`src/rtl/alu_arbiter.sv`:
```
// Two-requester round-robin front end for a single ALU: IDLE -> ISSUE -> CAPTURE -> RESP.
// Define ALU_ARB_OVF_CNT_EN to build the saturating overflow counter on o_ovf_cnt.
module alu_arbiter (
  input  logic        i_clk,
  input  logic        i_rst_n,
  input  logic        i_valid_0,
  input  logic [11:0] i_data_a_0,
  input  logic [11:0] i_data_b_0,
  input  logic [2:0]  i_inst_0,
  output logic        o_ready_0,
  input  logic        i_valid_1,
  input  logic [11:0] i_data_a_1,
  input  logic [11:0] i_data_b_1,
  input  logic [2:0]  i_inst_1,
  output logic        o_ready_1,
  output logic        o_alu_valid,
  output logic [11:0] o_alu_a,
  output logic [11:0] o_alu_b,
  output logic [2:0]  o_alu_inst,
  input  logic        i_alu_valid,
  input  logic [11:0] i_alu_data,
  input  logic        i_alu_overflow,
  output logic        o_resp_valid,
  output logic        o_resp_id,
  output logic [11:0] o_resp_data,
  output logic        o_resp_overflow,
  output logic        o_resp_err,
  input  logic        i_resp_ready,
  output logic [7:0]  o_ovf_cnt
);

  typedef enum logic [1:0] {IDLE, ISSUE, CAPTURE, RESP} state_t;

  state_t      state_q, state_d;
  logic        rr_ptr_q, rr_ptr_d;
  logic        id_q, id_d;
  logic        legal_q, legal_d;
  logic        alu_valid_q, alu_valid_d;
  logic [11:0] alu_a_q, alu_a_d;
  logic [11:0] alu_b_q, alu_b_d;
  logic [2:0]  alu_inst_q, alu_inst_d;
  logic        resp_valid_q, resp_valid_d;
  logic        resp_id_q, resp_id_d;
  logic [11:0] resp_data_q, resp_data_d;
  logic        resp_ovf_q, resp_ovf_d;
  logic        resp_err_q, resp_err_d;

  logic [1:0]  req_valid;
  logic        grant;
  logic        xfer;
  logic [11:0] req_a, req_b;
  logic [2:0]  req_inst;
  logic        req_legal;

  function automatic logic is_legal(input logic [2:0] op);
    return (op == 3'b000) || (op == 3'b001) || (op == 3'b100) || (op == 3'b101);
  endfunction

  assign req_valid = {i_valid_1, i_valid_0};

  // The preferred requester wins; the other one only gets in when the preferred is idle.
  always_comb begin
    grant     = req_valid[rr_ptr_q] ? rr_ptr_q : ~rr_ptr_q;
    xfer      = (state_q == IDLE) && req_valid[grant];
    o_ready_0 = xfer && !grant;
    o_ready_1 = xfer && grant;
    req_a     = grant ? i_data_a_1 : i_data_a_0;
    req_b     = grant ? i_data_b_1 : i_data_b_0;
    req_inst  = grant ? i_inst_1   : i_inst_0;
    req_legal = is_legal(req_inst);
  end

  always_comb begin
    state_d      = state_q;
    rr_ptr_d     = rr_ptr_q;
    id_d         = id_q;
    legal_d      = legal_q;
    alu_valid_d  = 1'b0;
    alu_a_d      = alu_a_q;
    alu_b_d      = alu_b_q;
    alu_inst_d   = alu_inst_q;
    resp_valid_d = resp_valid_q;
    resp_id_d    = resp_id_q;
    resp_data_d  = resp_data_q;
    resp_ovf_d   = resp_ovf_q;
    resp_err_d   = resp_err_q;
    case (state_q)
      IDLE: begin
        if (xfer) begin
          id_d        = grant;
          legal_d     = req_legal;
          rr_ptr_d    = ~grant;
          alu_valid_d = req_legal;
          // Illegal ops never reach the ALU, so its operand bus keeps the last issued values.
          if (req_legal) begin
            alu_a_d    = req_a;
            alu_b_d    = req_b;
            alu_inst_d = req_inst;
          end
          state_d = ISSUE;
        end
      end
      ISSUE: state_d = CAPTURE;
      CAPTURE: begin
        resp_valid_d = 1'b1;
        resp_id_d    = id_q;
        if (legal_q) begin
          resp_data_d = i_alu_data;
          resp_ovf_d  = i_alu_overflow;
          // The ALU drops valid on overflow, so either flag counts as a real answer.
          resp_err_d  = ~(i_alu_valid | i_alu_overflow);
        end else begin
          resp_data_d = '0;
          resp_ovf_d  = 1'b0;
          resp_err_d  = 1'b1;
        end
        state_d = RESP;
      end
      RESP: begin
        if (i_resp_ready) begin
          resp_valid_d = 1'b0;
          state_d      = IDLE;
        end
      end
      default: state_d = IDLE;
    endcase
  end

  always_ff @(posedge i_clk or negedge i_rst_n) begin
    if (!i_rst_n) begin
      state_q      <= IDLE;
      rr_ptr_q     <= 1'b0;
      id_q         <= 1'b0;
      legal_q      <= 1'b0;
      alu_valid_q  <= 1'b0;
      alu_a_q      <= '0;
      alu_b_q      <= '0;
      alu_inst_q   <= '0;
      resp_valid_q <= 1'b0;
      resp_id_q    <= 1'b0;
      resp_data_q  <= '0;
      resp_ovf_q   <= 1'b0;
      resp_err_q   <= 1'b0;
    end else begin
      state_q      <= state_d;
      rr_ptr_q     <= rr_ptr_d;
      id_q         <= id_d;
      legal_q      <= legal_d;
      alu_valid_q  <= alu_valid_d;
      alu_a_q      <= alu_a_d;
      alu_b_q      <= alu_b_d;
      alu_inst_q   <= alu_inst_d;
      resp_valid_q <= resp_valid_d;
      resp_id_q    <= resp_id_d;
      resp_data_q  <= resp_data_d;
      resp_ovf_q   <= resp_ovf_d;
      resp_err_q   <= resp_err_d;
    end
  end

  assign o_alu_valid     = alu_valid_q;
  assign o_alu_a         = alu_a_q;
  assign o_alu_b         = alu_b_q;
  assign o_alu_inst      = alu_inst_q;
  assign o_resp_valid    = resp_valid_q;
  assign o_resp_id       = resp_id_q;
  assign o_resp_data     = resp_data_q;
  assign o_resp_overflow = resp_ovf_q;
  assign o_resp_err      = resp_err_q;

`ifdef ALU_ARB_OVF_CNT_EN
  logic [7:0] ovf_cnt_q, ovf_cnt_d;

  always_comb begin
    ovf_cnt_d = ovf_cnt_q;
    if (resp_valid_q && i_resp_ready && resp_ovf_q && (ovf_cnt_q != 8'hFF))
      ovf_cnt_d = ovf_cnt_q + 8'd1;
  end

  always_ff @(posedge i_clk or negedge i_rst_n) begin
    if (!i_rst_n) ovf_cnt_q <= '0;
    else          ovf_cnt_q <= ovf_cnt_d;
  end

  assign o_ovf_cnt = ovf_cnt_q;
`else
  assign o_ovf_cnt = '0;
`endif

endmodule
```
`config.mk`:
```
export PLATFORM = sky130hd
export DESIGN_NAME = alu_arbiter
export DESIGN_NICKNAME = d
export VERILOG_FILES = /design/src/rtl/alu_arbiter.sv
export SDC_FILE = /design/constraint.sdc
export NUM_CORES = 1
export LEC_CHECK = 0
export CORE_MARGIN = 3
export CORE_UTILIZATION = 35
export CTS_CLUSTER_SIZE = 16
export DETAILED_ROUTE_END_ITERATION = 16
export PLACE_DENSITY = 0.72
export SETUP_SLACK_MARGIN = 0.15
export SLEW_MARGIN = 20
export SYNTH_ARGS = -nofsm -noshare
export SYNTH_HDL_FRONTEND = slang
export SYNTH_SLANG_ARGS = --single-unit
```
`constraint.sdc`:
```
create_clock -name i_clk -period 3.3 [get_ports i_clk]
set_clock_uncertainty 0.2 [all_clocks]
set_input_delay 0.33 -clock i_clk [delete_from_list [all_inputs] [get_ports i_clk]]
set_output_delay 0.33 -clock i_clk [all_outputs]
set_load 0.05 [all_outputs]
```
==> results.py <==
metrics = {
    "cts": {
        "cts_sinks": 49,
        "cts_buffer_depth": 2,
        "cts.htree.levels": 2,
        "clk_latency_ns": 0.30,
        "cts_buffers": 5,
        "post_cts_resized": 0,
        "clock-root-buffer": "clkbuf_8",
        "cts_tree": "done",
        "clk_pin_slew_ns": 0.08,
    },
    "sta": {
        "setup_ws_ns": 0.712,
        "relSlewSlack": 0.476,
        "whs_ns": 0.284,
        "finalSetupTns_ns": 0,
        "post-route-period-util": 0.784,
        "fmax_ghz": 0.386,
        "setup_viol": 0,
        "hold_viol_final": 0,
        "tightest_slew_ns": 0.786,
        "drv_slew": 0,
        "period_needed_ns": 2.59,
        "grt_setup_unrepaired": "false",
    },
    "synth": {
        "synthCells": 194,
        "ys.warnings.count": 0,
        "yosys.cell_types.count": 28,
        "synth_top_cell_area_share": 0.502,
        "synth.top_cells.by_area": "dfrtp_1 (50%), mux2_4 (15%), mux2_2 (10%)",
        "synth_edf_count": 0,
        "synth-seq-cells": 49,
        "yosys-top-cells-count": "dfrtp_1 (49), mux2_4 (25), mux2_2 (22), inv_1 (19), o21ai_0 (15)",
        "synth_area_leader_cell": "dfrtp_1",
        "synth.most_common_cell": "dfrtp_1",
        "ys.flop_type": "dfrtp_1",
        "avgSynthCellArea_um2": 12.6,
        "async_flop_share": 1.00,
        "seq_area_frac_synth": 0.502,
        "netlist_area_mm2": 0.00244,
    },
    "cells_and_area": {
        "syn_to_final_growth_pct": 55.4,
        "nFillCells": 564,
        "nNetsFinal": 388,
        "num_antenna_cells": 0,
        "layoutNonFillerInstCount": 406,
        "drive_gt1_frac": 0.201,
        "utilization": 0.578,
    },
    "global_route": {
        "grt_start_max_net_pins": 50,
        "overflow": 0,
        "track_usage": 0.150,
        "grt_pass1_wl_um": 9220,
        "antenna_found_initial": 0,
        "first_global_vias": 1850,
    },
    "detailed_routing": {
        "wl_per_cell_um": 14.7,
        "postRouteAntennaNets": 0,
        "dr.first_iter.drc_count": 45,
        "vias": 1797,
        "drtPass1Iterations": 4,
        "viasPerCell": 4.43,
        "remaining_drc_errors": 0,
        "routed_wl_um": 5970,
    },
    "die": {
        "die_w_um": 89.6,
        "die-area_mm2": 0.00802,
        "initial_core_util": 0.372,
        "num_rows": 29,
        "ios": 127,
        "fp.dieH_um": 89.6,
        "core_mm2": 0.00657,
    },
    "place": {
        "place_hpwl_um": 4450,
        "gp_congestion": 0.756,
        "dp.cells": 397,
        "preCtsSetupSlack_ns": 0.680,
        "port_buffers": 118,
    },
    "worst_setup_path": {
        "worst_ep_arrival_time_ns": 2.06,
        "cp.required_ns": 2.77,
        "end_kind": "output port",
        "critPathLaunchType": "primary input",
        "path_class": "in -> out",
        "crit_fanout": 23,
    },
    "run": {
        "maxCapViolCount": 0,
    },
    "power_and_ir_drop": {
        "p_leak_nw": 1.67,
        "p_per_area_mw_per_mm2": 996,
        "ir_drop_mv": 0.434,
    },
    "outcome": {
        "outcome": "finished, final reports clean",
    },
    "hold_path": {
        "hp-class": "reg -> reg",
    },
}
## state kept, by name, indices dropped and copies added (netlist names)
name	cells
o_alu_a	12
o_alu_b	12
o_resp_data	12
o_alu_inst	3
state_q	2
id_q	1
legal_q	1
o_alu_valid	1
o_resp_err	1
o_resp_id	1
o_resp_overflow	1
o_resp_valid	1
rr_ptr_q	1
## worst paths after layout
kind,start,slack [ns],to,cells after the start
worst max-delay path,i_valid_1,0.71,o_ready_0,5
worst min-delay path,o_resp_err$_DFFE_PN0P_,0.28,o_resp_err$_DFFE_PN0P_,1
worst max register to register,rr_ptr_q$_DFFE_PN0P_,1.14,o_alu_b[3]$_DFFE_PN0P_,5
worst min register to register,o_resp_err$_DFFE_PN0P_,0.28,o_resp_err$_DFFE_PN0P_,1
max in group asynchronous,i_rst_n,2.09,o_alu_b[4]$_DFFE_PN0P_,2
min in group asynchronous,i_rst_n,0.40,o_resp_data[9]$_DFFE_PN0P_,2
## cell type report
| class | count | area [um^2] | area share |
|---|---|---|---|
| clock buffer | 7 | 86.3 | 0.0227 |
| tap | 93 | 116 | 0.0306 |
| sequential | 49 | 1230 | 0.323 |
| multi-input combinational | 115 | 1050 | 0.276 |
| clock inverter | 1 | 30.0 | 0.00791 |
| timing repair buffer | 122 | 1220 | 0.321 |
| inverter | 19 | 71.3 | 0.0188 |
## metal layers
| layer | up-vias | track usage | wire [um] |
|---|---|---|---|
| met5 | - | 0 | 0 |
| met4 | 0 | 0.0447 | 56 |
| met3 | 5 | 0.0328 | 397 |
| met2 | 73 | 0.253 | 3010 |
| met1 | 850 | 0.193 | 2510 |
| li1 | 869 | - | - |
## power breakdown
group / switching (W) / total [W] / internal [W]
sequential: 0.000153 / 0.00103 / 0.000877
clock: 0.000193 / 0.000441 / 0.000247
combinational: 0.00139 / 0.00231 / 0.000923
total: 0.00174 / 0.00378 / 0.00205
## per-stage QoR
step                      power (W)  cell area [um^2]
after floorplan             0.00263              2470
after detailed placement    0.00337              3670
after global routing        0.00400              3800
after global placement      0.00333              3670
final                       0.00378              3800
after CTS                   0.00383              3800
## worst max-delay path, stage by stage
cell	delay, ns
clkdlybuf4s50_1	0.54
o21ai_4	0.29
buf_4	0.42
nor2b_1	0.28
buf_12	0.17
## cells by family after synthesis
kind of cell    share of synthesized area
other cells                       0.00153
mux                                 0.282
simple gates                       0.0496
flops                               0.502
compound gates                     0.0665
fa+ha+maj                          0.0154
buf+inv                            0.0829
## cell usage in the layout, fill, tap and decap left out, types with 2 or more instances in the layout
cell type	n
clkdlybuf4s50_1	115
dfrtp_1	49
mux2_4	25
mux2_2	22
inv_1	19
o21ai_0	15
nand2_1	10
conb_1	8
mux2_1	6
nand3_1	6
clkbuf_8	6
buf_4	5
nor2_1	3
ha_1	3
o21ai_4	2
nor2b_1	2
a21oi_1	2
and2_1	2
## repair_timing
| action | CTS | global route |
|---|---|---|
| setup buffers | 0 | 0 |
| endpoints found under the hold margin | 49 | 0 |
| hold buffers | 1 | 0 |
| setup endpoints to repair | 0 | 0 |
(Power assumes the default switching activity.)
